--- src/rtl/cpu_pkg.sv ---
// Shared CPU definitions: register-address width, operand-mux select codes,
// and the per-instruction tag carried by the hazard unit's shadow pipeline.
package cpu_pkg;

    localparam int RA_W = 5;

    typedef enum logic [1:0] {
        FWD_RF    = 2'b00,
        FWD_EXMEM = 2'b01,
        FWD_MEMWB = 2'b10
    } fwd_sel_t;

    typedef struct packed {
        logic            valid;
        logic [RA_W-1:0] rd;
        logic            regwrite;
        logic            memread;
    } stage_tag_t;

    localparam stage_tag_t TAG_BUBBLE = '0;

endpackage

--- src/rtl/fwd_sel.sv ---
// Operand forwarding select: picks the youngest in-flight producer of ex_rs.
// x0 is hardwired to zero, so it is never forwarded.
module fwd_sel
    import cpu_pkg::*;
(
    input  logic [RA_W-1:0] ex_rs,
    input  stage_tag_t      mem_tag,
    input  stage_tag_t      wb_tag,
    output fwd_sel_t        sel
);

    logic mem_hit;
    logic wb_hit;

    assign mem_hit = mem_tag.valid && mem_tag.regwrite &&
                     (mem_tag.rd != '0) && (mem_tag.rd == ex_rs);
    assign wb_hit  = wb_tag.valid && wb_tag.regwrite &&
                     (wb_tag.rd != '0) && (wb_tag.rd == ex_rs);

    // NOTE: every path assigns sel, so this stays combinational (no latch).
    always_comb begin
        if (mem_hit) begin
            sel = FWD_EXMEM;
        end else if (wb_hit) begin
            sel = FWD_MEMWB;
        end else begin
            sel = FWD_RF;
        end
    end

endmodule

--- src/rtl/fwd_hazard_unit.sv ---
// Forwarding and load-use hazard unit with its own EX/MEM/WB shadow tags.
// Drives the EX operand-mux selects, the one-cycle load-use stall and a stall counter.
module fwd_hazard_unit
    import cpu_pkg::*;
#(
    parameter int CNT_W = 32
) (
    input  logic             clk,
    input  logic             rst_n,
    input  logic             id_valid,
    input  logic [RA_W-1:0]  id_rs1,
    input  logic [RA_W-1:0]  id_rs2,
    input  logic [RA_W-1:0]  id_rd,
    input  logic             id_regwrite,
    input  logic             id_memread,
    input  logic             flush,
    output logic [1:0]       fwd_a,
    output logic [1:0]       fwd_b,
    output logic             stall,
    output logic [CNT_W-1:0] stall_count
);

    stage_tag_t      ex_tag;
    stage_tag_t      mem_tag;
    stage_tag_t      wb_tag;
    stage_tag_t      id_tag;
    logic [RA_W-1:0] ex_rs1;
    logic [RA_W-1:0] ex_rs2;
    logic            load_use;
    fwd_sel_t        sel_a;
    fwd_sel_t        sel_b;

    assign id_tag = '{valid: id_valid, rd: id_rd, regwrite: id_regwrite, memread: id_memread};

    // rs2 is compared even for I-type consumers; the occasional false stall is harmless.
    assign load_use = id_valid && ex_tag.valid && ex_tag.memread && (ex_tag.rd != '0) &&
                      ((ex_tag.rd == id_rs1) || (ex_tag.rd == id_rs2));
    assign stall    = load_use && !flush;

    // NOTE: state uses non-blocking assignments so every stage shifts off the same old values.
    always_ff @(posedge clk or negedge rst_n) begin
        if (!rst_n) begin
            ex_tag  <= TAG_BUBBLE;
            mem_tag <= TAG_BUBBLE;
            wb_tag  <= TAG_BUBBLE;
            ex_rs1  <= '0;
            ex_rs2  <= '0;
        end else begin
            wb_tag  <= mem_tag;
            mem_tag <= flush ? TAG_BUBBLE : ex_tag;
            // A bubble carries rs=x0, so nothing is ever forwarded into it.
            if (stall || flush) begin
                ex_tag <= TAG_BUBBLE;
                ex_rs1 <= '0;
                ex_rs2 <= '0;
            end else begin
                ex_tag <= id_tag;
                ex_rs1 <= id_rs1;
                ex_rs2 <= id_rs2;
            end
        end
    end

    always_ff @(posedge clk or negedge rst_n) begin
        if (!rst_n) begin
            stall_count <= '0;
        end else if (stall && (stall_count != '1)) begin
            stall_count <= stall_count + 1'b1;
        end
    end

    fwd_sel u_fwd_a (
        .ex_rs   (ex_rs1),
        .mem_tag (mem_tag),
        .wb_tag  (wb_tag),
        .sel     (sel_a)
    );

    fwd_sel u_fwd_b (
        .ex_rs   (ex_rs2),
        .mem_tag (mem_tag),
        .wb_tag  (wb_tag),
        .sel     (sel_b)
    );

    assign fwd_a = sel_a;
    assign fwd_b = sel_b;

endmodule

--- config.mk ---
export PLATFORM = sky130hd
export DESIGN_NAME = fwd_hazard_unit
export DESIGN_NICKNAME = d
export VERILOG_FILES = /design/src/rtl/cpu_pkg.sv /design/src/rtl/fwd_sel.sv /design/src/rtl/fwd_hazard_unit.sv
export SDC_FILE = /design/constraint.sdc
export NUM_CORES = 1
export LEC_CHECK = 0
export ABC_AREA = 1
export BUFFER_PORTS_ARGS = -buffer_cell sky130_fd_sc_hd__clkbuf_2
export CORE_UTILIZATION = 45
export DETAILED_ROUTE_END_ITERATION = 8
export PLACE_DENSITY = 0.74
export SLEW_MARGIN = 15
export SYNTH_ARGS = -nofsm -noshare
export SYNTH_HDL_FRONTEND = slang
export SYNTH_SLANG_ARGS = --single-unit
--- constraint.sdc ---
create_clock -name clk -period 4.45 [get_ports clk]
set_clock_uncertainty 0.2 [all_clocks]
set_input_delay 0.2225 -clock clk [delete_from_list [all_inputs] [get_ports clk]]
set_output_delay 0.2225 -clock clk [all_outputs]
set_load 0.01 [all_outputs]
==> impl_metrics.toml, run 1 <==
[synth]
ys_seq_area_frac = 0.430
yosysWarnings = 0
synth.distinct_cells = 29
yosysTopAreaCell = "dfrtp_1"
syn_area_per_cell_um2 = 7.61
syn_area_mm2 = 0.00372
synth.area.top_cells = "dfrtp_1 (43%), nand2_1 (19%), nor2_1 (7.0%)"
synth_top_area_frac = 0.430
synth_cells = 489
syn_nets = 511
synth-seq-cells = 64

[worst_setup_path]
path_max_fanout = 32
rr_endpoint = "stall_count[5]"
worstSetupPathType = "reg2reg"
worstPathArrival_ns = 2.56
timing.rr.start = "stall_count[0]"
path_cells = "ha_1 -> nand3_1 -> inv_2 -> nand2_4 -> nor2_4 -> nand2_2 -> clkinv_1 -> nor2_4 -> nand2_1 -> nand2_1"
cp-start-kind = "flop"
crit_path_end_kind = "flop"
rrSetupSlack_ns = 1.97
slowest_stage = "nor2_4"
cp.required_ns = 4.53
path_buf_inv = 2
cpPeakStageDelay_ns = 0.58
crit_family = "simple AND/OR/NAND/NOR gates"
r2r_cells = 10

[min_path]
hp-start = "mem_tag[7]"
hold_class = "reg2reg"
hold_path_end = "wb_tag[7]"
min_path_cells = 0

[grt]
grt_use_total = 0.232
grt_max_degree = 65
grt_util_met3 = 0.0509
grt_pass1_vias = 3259
gr-total-overflow = 0
use_met2 = 0.360
grt_antenna_before_repair = 0
busiest_layer = "met2"
grt_pass1_wl_um = 15500
met1_usage = 0.321

[finish]
nFillCells = 730
syn2layout_area_growth_pct = 19.8
final_cell_mix = "nand2_1 (188), nor2_1 (69), dfrtp_1 (64)"
final_common_cell = "nand2_1"
final-instance-count-excl-fill = 675
layout.nets = 590
drive_above_1_share = 0.185
antenna_cells = 0

[placed_design]
dp_cells = 639
hpwl_um = 6160
io_buffers = 57
gp_congestion = 0.919

[floorplan]
start_util = 0.474
die_y_um = 93.0
die_area_mm2 = 0.00864
fp.dieW_um = 93.0
rows = 32
io_pins = 58
core-area_mm2 = 0.00785

[clocking]
clk_pin_slew_worst_paths_ns = 0.07
cts_made_buffers = 9
clk_latency_ns = 0.35
cts_sinks = 64
clockRootBuffer = "clkbuf_8"
cts_tree = "yes"
post_cts_buffers = 0
h-tree-depth = 3
clock_path_buffers = 2

[routing]
wl_per_cell_um = 13.3
drt-pass1-iter-count = 5
drc = 0
num_vias = 3320
antenna_left = 0
wirelength_um = 8960
drt-vias-per-instance = 4.92
first_iter_violations = 205

[power]
p_sw_uw = 305
vdd_drop_max_uv = 139
netSwitchingFraction = 0.229
power.leakage_nw = 2.33
p_per_area_mw_per_mm2 = 298
p_total_mw = 1.33
intPower_mw = 1.03
power.share.combinational = 0.068
power_frac_seq = 0.458
pwr-share-clk = 0.474

[sta]
finalMaxSlewViolations = 0
maxSlewHeadroom = 0.465
max_clock_freq_mhz = 403
finalSetupViolations = 0
tns_ns = 0
finalCriticalPeriod_ns = 2.48
fin_crit_sh = 0.557
tightest_slew_ns = 0.802
hold_viol_final = 0
rsz0062_at_grt = "no"

[flow_run]
cap_violations = 0

[run_status]
status = "completed"
what timing repair did:
item | CTS | global route
hold endpoints to repair | 89 | 0
hold buffers | 20 | 0
gates resized for setup | 0 | 0
per-stage QoR:
stage	hold WS, ns	area, µm²	util	setup slack, ns
floorplan	-0.273	3720	-	2.48
global placement	0.180	4010	0.511	2.08
detailed placement	0.177	4010	0.511	1.99
CTS	0.190	4460	0.568	1.97
global route	0.206	4460	0.568	1.73
finish	0.189	4460	0.568	1.97
cells in the mapped netlist:
library cell / instances
nand3_2: 1
nand2_2: 12
nor3_4: 2
nand2_4: 1
nand2_1: 188
bufbuf_16: 1
clkinv_1: 1
nor3_1: 13
nor2_1: 69
buf_6: 3
dfrtp_1: 64
xor2_1: 29
nand3b_1: 5
nor4_1: 2
ha_1: 1
nand4_1: 5
buf_8: 2
nand4_4: 1
nand3_1: 15
buf_12: 1
xnor2_1: 14
nor3_2: 2
nor2_2: 3
nor2_4: 3
inv_2: 7
o21bai_1: 1
buf_2: 1
inv_1: 40
buf_4: 2
power groups by stage:
stage	clock, mW	sequential [mW]	combinational, mW
after floorplan	0	0.618	0.0455
after global placement	0	0.620	0.0710
after detailed placement	0	0.621	0.0729
after CTS	0.636	0.609	0.0870
after global routing	0.665	0.611	0.102
final	0.631	0.610	0.0902
layer usage:
metal,up-vias,wire [µm],part of all wire
met2,133,3980,0.44
met4,0,215,0.024
met1,1520,4220,0.47
li1,1645,-,-
met5,-,0,0
met3,22,541,0.060
sequential cells by signal (all words and copies together), names as in the netlist:
name	cells
wb_tag	7
ex_rs1	5
stall_count	32
mem_tag	7
ex_rs2	5
ex_tag	8
layout make-up:
type | instances | area, µm² | share of cell area
well taps | 102 | 128 | 0.0286
flip-flops and latches | 64 | 1600 | 0.359
clock buffers | 10 | 138 | 0.0309
inverters | 48 | 180 | 0.0404
repair buffers | 78 | 493 | 0.111
clock inverters | 6 | 115 | 0.0258
multi-input cells | 367 | 1810 | 0.405
cell families (layout without fill, tap and decap cells):
logic type | after synthesis | after routing | synth area share
simple gates | 322 | 322 | 0.378
flops | 64 | 64 | 0.430
fa+ha+maj | 1 | 1 | 0.00336
xor+xnor | 43 | 43 | 0.101
buf+inv | 58 | 142 | 0.0850
compound gates | 1 | 1 | 0.00202
worst max path at each step:
| stage | start | to | cells after the start |
|---|---|---|---|
| after floorplan | stall_count[0] | stall_count[3] | 11 |
| after global placement | stall_count[0] | stall_count[2] | 10 |
| after detailed placement | stall_count[0] | stall_count[5] | 10 |
| after CTS | stall_count[0] | stall_count[5] | 10 |
| after global routing | stall_count[0] | stall_count[1] | 10 |
| final | stall_count[0] | stall_count[5] | 10 |
Note: power is estimated with default switching activity, not from simulation.
==> inputs of run 2 (changes only) <==
Clock period 4.45 ns to 2.4 ns, I/O delays scaled along.
==> run 2 against run 1 <==
Against the previous run:
- combinational power is 88% higher
- count of clock-buffer cells in the layout stayed put
- sequential share of layout area is 0.34 points lower
- flip-flop and latch count stayed put
- largest cell class unchanged
- power is 84% higher
- final cell count is 0.59% higher
- via count is 1.1% higher
- utilization is 0.54 points higher
- global-route usage is 1.2 points lower
==> impl_metrics.toml, run 2 (same netlist as run 1, synthesis figures left out) <==
[sta]
maxSlewHeadroom = 0.512
hold_viol_final = 0
max_clock_freq_mhz = 471
tightest_slew_ns = 0.732
rsz0062_at_grt = "no"
fin_crit_sh = 0.885
finalSetupViolations = 0
finalCriticalPeriod_ns = 2.12
tns_ns = 0
finalMaxSlewViolations = 0

[routing]
drt-vias-per-instance = 4.94
drc = 0
m1WireLength_um = 4190
drt-pass1-iter-count = 5
dr_wl_met2_um = 3840
met3_length_um = 514
wl_per_cell_um = 12.9
first_iter_violations = 272
antenna_left = 0
wirelength_um = 8790
top_layer_used = "met4"
num_vias = 3356

[min_path]
hold_class = "in2async"

[grt]
grt_antenna_before_repair = 0
grt_pass1_vias = 3178
grt_use_total = 0.220
gr-total-overflow = 0
grt_pass1_wl_um = 14900
grt_max_degree = 38

[power]
p_per_area_mw_per_mm2 = 545
vdd_drop_max_uv = 253
p_total_mw = 2.45
power.share.combinational = 0.069
netSwitchingFraction = 0.223
pwr-share-clk = 0.471
intPower_mw = 1.91
power.leakage_nw = 2.36
power_frac_seq = 0.460
p_sw_uw = 547

[worst_setup_path]
worstPathArrival_ns = 2.20
path_max_fanout = 12
cp.required_ns = 2.48
worstSetupPathType = "reg2reg"
cp-start-kind = "flop"
crit_path_end_kind = "flop"
slowest_stage = "dfrtp_1"
path_buf_inv = 3
crit_family = "simple AND/OR/NAND/NOR gates"
cpPeakStageDelay_ns = 0.42
path_cells = "ha_1 -> nand3_1 -> inv_2 -> nand2_4 -> nor2_4 -> nand2_2 -> clkinv_1 -> nor2_4 -> buf_4 -> nand2_1 -> nand2_1"

[clocking]
clock_path_buffers = 2
cts_tree = "yes"
cts_sinks = 64
clk_pin_slew_worst_paths_ns = 0.07
clockRootBuffer = "clkbuf_8"
clk_latency_ns = 0.34
ctsResizeCount = 0
cts_made_buffers = 9
h-tree-depth = 3

[finish]
final_common_cell = "nand2_1"
syn2layout_area_growth_pct = 20.9
layout.nets = 594
top_regs = "stall_count: 32 flops, ex_tag: 8 flops"
largest_reg_flops = 32
final_cell_mix = "nand2_1 (188), nor2_1 (69), dfrtp_1 (64)"
antenna_cells = 0
nFillCells = 728
drive_above_1_share = 0.191
final_core_util = 0.574
final_design_area_no_fill_mm2 = 0.00450
regMostFlops = "stall_count"

[floorplan]
io_pins = 58
core-area_mm2 = 0.00785
rows = 32
fp.dieW_um = 93.0
start_util = 0.474
die_y_um = 93.0
die_area_mm2 = 0.00864

[placed_design]
placed_area_mm2 = 0.00405
io_buffers = 57
gp_congestion = 0.950
hpwl_um = 6420

[run_status]
status = "completed"

[flow_run]
cap_violations = 0
==> run 2: changes by cell type in the layout (fill, tap and decap cells not counted) <==
cell,change
buf_4,+3
buf_12,+1
==> run 2: per-stage QoR <==
stage	hold slack [ns]	cells	worst slack (ns)
2_1_floorplan	-0.376	489	0.432
3_3_place_gp	-0.00211	643	0.372
3_5_place_dp	0.00375	643	0.305
4_1_cts	0.186	679	0.267
5_1_grt	0.214	679	0.121
6_report	0.190	679	0.277
==> run 2: power by group through the flow <==
| stage | Combinational [mW] | Clock [mW] | Sequential [mW] |
|---|---|---|---|
| 3_5_place_dp | 0.142 | 0 | 1.15 |
| 4_1_cts | 0.168 | 1.17 | 1.13 |
| 3_3_place_gp | 0.139 | 0 | 1.15 |
| 6_report | 0.170 | 1.15 | 1.13 |
| 5_1_grt | 0.191 | 1.22 | 1.13 |
| 2_1_floorplan | 0.0844 | 0 | 1.15 |
==> run 2: routing by layer <==
| layer | track usage | up-vias |
|---|---|---|
| met4 | 0.0769 | 0 |
| met1 | 0.309 | 1539 |
| met5 | 0 | - |
| met2 | 0.332 | 130 |
| li1 | - | 1658 |
| met3 | 0.0517 | 29 |
==> run 2: cell type report <==
class | count | area, µm² | area share
Clock buffer | 10 | 138 | 0.0306
Multi-Input combinational cell | 367 | 1810 | 0.401
Inverter | 48 | 180 | 0.0400
Clock inverter | 6 | 115 | 0.0256
Timing Repair Buffer | 82 | 536 | 0.119
Sequential cell | 64 | 1600 | 0.356
Tap cell | 102 | 128 | 0.0283
==> run 2: worst paths after layout <==
kind | start | to | slack [ns] | depth (start not counted)
worst min register to register | mem_tag[7] | wb_tag[7] | 0.19 | 0
worst max register to register | stall_count[1] | stall_count[2] | 0.28 | 11
worst min-delay path | rst_n | ex_tag[3] | 0.19 | 2
max in group asynchronous | rst_n | stall_count[18] | 1.17 | 3
min in group clk | mem_tag[7] | wb_tag[7] | 0.19 | 0
worst max-delay path | stall_count[1] | stall_count[2] | 0.28 | 11
==> run 2: worst reg2reg max path: cells and delay by family (launching register included) <==
| family | cells | cell delay [ns] |
|---|---|---|
| buf+inv | 3 | 0.42 |
| simple gates | 7 | 0.82 |
| fa+ha+maj | 1 | 0.21 |
| flops | 1 | 0.42 |
==> run 2: what timing repair did <==
item | CTS | global route
hold endpoints to repair | 52 | 0
buffers inserted | 0 | 0
hold buffers | 20 | 0
==> inputs of run 3 (changes only) <==
Settings changed: CORE_UTILIZATION 45 to 26, PLACE_DENSITY 0.74 to 0.51.
==> run 3 against run 2 <==
Against the previous run:
- sequential share of layout area is 1.0 points lower
- worst hold slack worse by 0.12 ns
- sequential power hardly changed
- non-clock buffer count stayed put
- global-route usage is 8.3 points lower
- via count is 4.0% lower
- flip-flop and latch count stayed put
- maximum frequency is 2.8% lower
- combinational power hardly changed
- clock power is 15% higher
- largest cell class unchanged
==> impl_metrics.toml, run 3 (same netlist as run 1, synthesis figures left out) <==
[min_path]
hold_class = "in2async"

[worst_setup_path]
worstPathArrival_ns = 2.21
crit_path_end_kind = "flop"
worstSetupPathType = "reg2reg"
timing.rr.start = "stall_count[1]"
critPathLaunch = "stall_count[1]"
cp-start-kind = "flop"
cp.required_ns = 2.42
path_max_fanout = 32

[clocking]
post_cts_buffers = 0
clock_path_buffers = 2
cts_sinks = 64
clk_latency_ns = 0.33
clockRootBuffer = "clkbuf_16"
clk_pin_slew_worst_paths_ns = 0.06
cts_made_buffers = 9
h-tree-depth = 3
cts_tree = "yes"
ctsResizeCount = 0

[power]
power_frac_seq = 0.431
netSwitchingFraction = 0.239
vdd_drop_max_uv = 217
power.share.combinational = 0.064
p_sw_uw = 625
intPower_mw = 1.99
pwr-share-clk = 0.505
power.leakage_nw = 2.36
p_per_area_mw_per_mm2 = 564

[finish]
regMostFlops = "stall_count"
final_cell_mix = "nand2_1 (188), nor2_1 (69), dfrtp_1 (64)"
final-instance-count-excl-fill = 757
drive_above_1_share = 0.191
antenna_cells = 0
layout.nets = 594
largest_reg_flops = 32
final_common_cell = "nand2_1"
top_regs = "stall_count: 32 flops, ex_tag: 8 flops"
syn2layout_area_growth_pct = 24.6

[placed_design]
gp_congestion = 0.866
hpwl_um = 7180
dp_cells = 721
io_buffers = 57

[sta]
finalMaxSlewViolations = 0
maxSlewHeadroom = 0.642
hold_viol_final = 0
tightest_slew_ns = 0.537
finalSetupViolations = 0
whs_ns = 0.0672
tns_ns = 0
max_clock_freq_mhz = 458
rsz0062_at_grt = "yes"
finalCriticalPeriod_ns = 2.18
fin_crit_sh = 0.910

[routing]
drt-pass1-iter-count = 5
first_iter_violations = 144
drc = 0
drt-vias-per-instance = 4.25
antenna_left = 0
wl_per_cell_um = 12.3
wirelength_um = 9340
num_vias = 3221

[grt]
grt_use_total = 0.138
gr-total-overflow = 0
grt_max_degree = 33
grt_pass1_wl_um = 15600
grt_pass1_vias = 3166
grt_antenna_before_repair = 0

[floorplan]
fp.dieW_um = 122
die_y_um = 122
io_pins = 58
core-area_mm2 = 0.0139
start_util = 0.267
rows = 43
die_area_mm2 = 0.0148

[flow_run]
cap_violations = 0

[run_status]
status = "completed"
==> run 3: cell types whose count changed in the layout (fill, tap and decap cells not counted) <==
cell	delta
buf_12	-1
buf_4	+1
bufinv_16	-2
clkbuf_16	+9
clkbuf_8	-10
clkinvlp_4	+2
inv_6	+1
==> run 3: critical path, cell delays in order, from the launching register on <==
cell     delay, ns
dfrtp_1       0.40
ha_1          0.26
nand3_1       0.21
inv_2         0.07
nand2_4       0.09
nor2_4        0.05
nand2_2       0.10
nand4_4       0.41
nand2_1       0.19
nand2_1       0.07
==> run 3: what timing repair did <==
action,in CTS,in global routing
endpoints found under the setup margin,0,6
hold endpoints to repair,57,0
hold buffers,20,0
==> run 3: stage by stage <==
| stage | area (µm²) | utilization | setup WS, ns | power [mW] |
|---|---|---|---|---|
| 6_report | 4640 | 0.333 | 0.216 | 2.62 |
| 5_1_grt | 4640 | 0.333 | -0.00208 | 2.73 |
| 2_1_floorplan | 3720 | - | 0.432 | 1.23 |
| 3_3_place_gp | 4140 | 0.297 | 0.251 | 1.29 |
| 4_1_cts | 4640 | 0.333 | 0.178 | 2.66 |
| 3_5_place_dp | 4140 | 0.297 | 0.194 | 1.29 |
==> run 3: worst paths after layout <==
check	depth (start not counted)	endpoint	slack, ns
worst max-delay path	9	stall_count[9]	0.22
worst max register to register	9	stall_count[9]	0.22
max in group asynchronous	3	wb_tag[2]	1.18
worst min-delay path	2	stall_count[21]	0.07
worst min register to register	0	wb_tag[7]	0.18
min in group clk	0	wb_tag[7]	0.18
==> run 3: cell type report <==
class | instances | area (µm²)
Sequential cell | 64 | 1600
Tap cell | 180 | 225
Inverter | 48 | 180
Fill cell | 1459 | 9300
Timing Repair Buffer | 82 | 523
Multi-Input combinational cell | 367 | 1810
Clock buffer | 9 | 225
Clock inverter | 7 | 78.8
==> run 3: power groups by stage <==
stage	Clock [mW]	Sequential (mW)	Combinational [mW]
global route	1.41	1.13	0.193
floorplan	0	1.15	0.0844
CTS	1.36	1.13	0.171
finish	1.32	1.13	0.168
global placement	0	1.15	0.143
detailed placement	0	1.15	0.144
==> run 3: metal layers <==
metal | global-route usage | wire, µm
met1 | 0.188 | 4620
met2 | 0.206 | 4150
met3 | 0.0323 | 357
met4 | 0.0594 | 212
met5 | 0 | 0
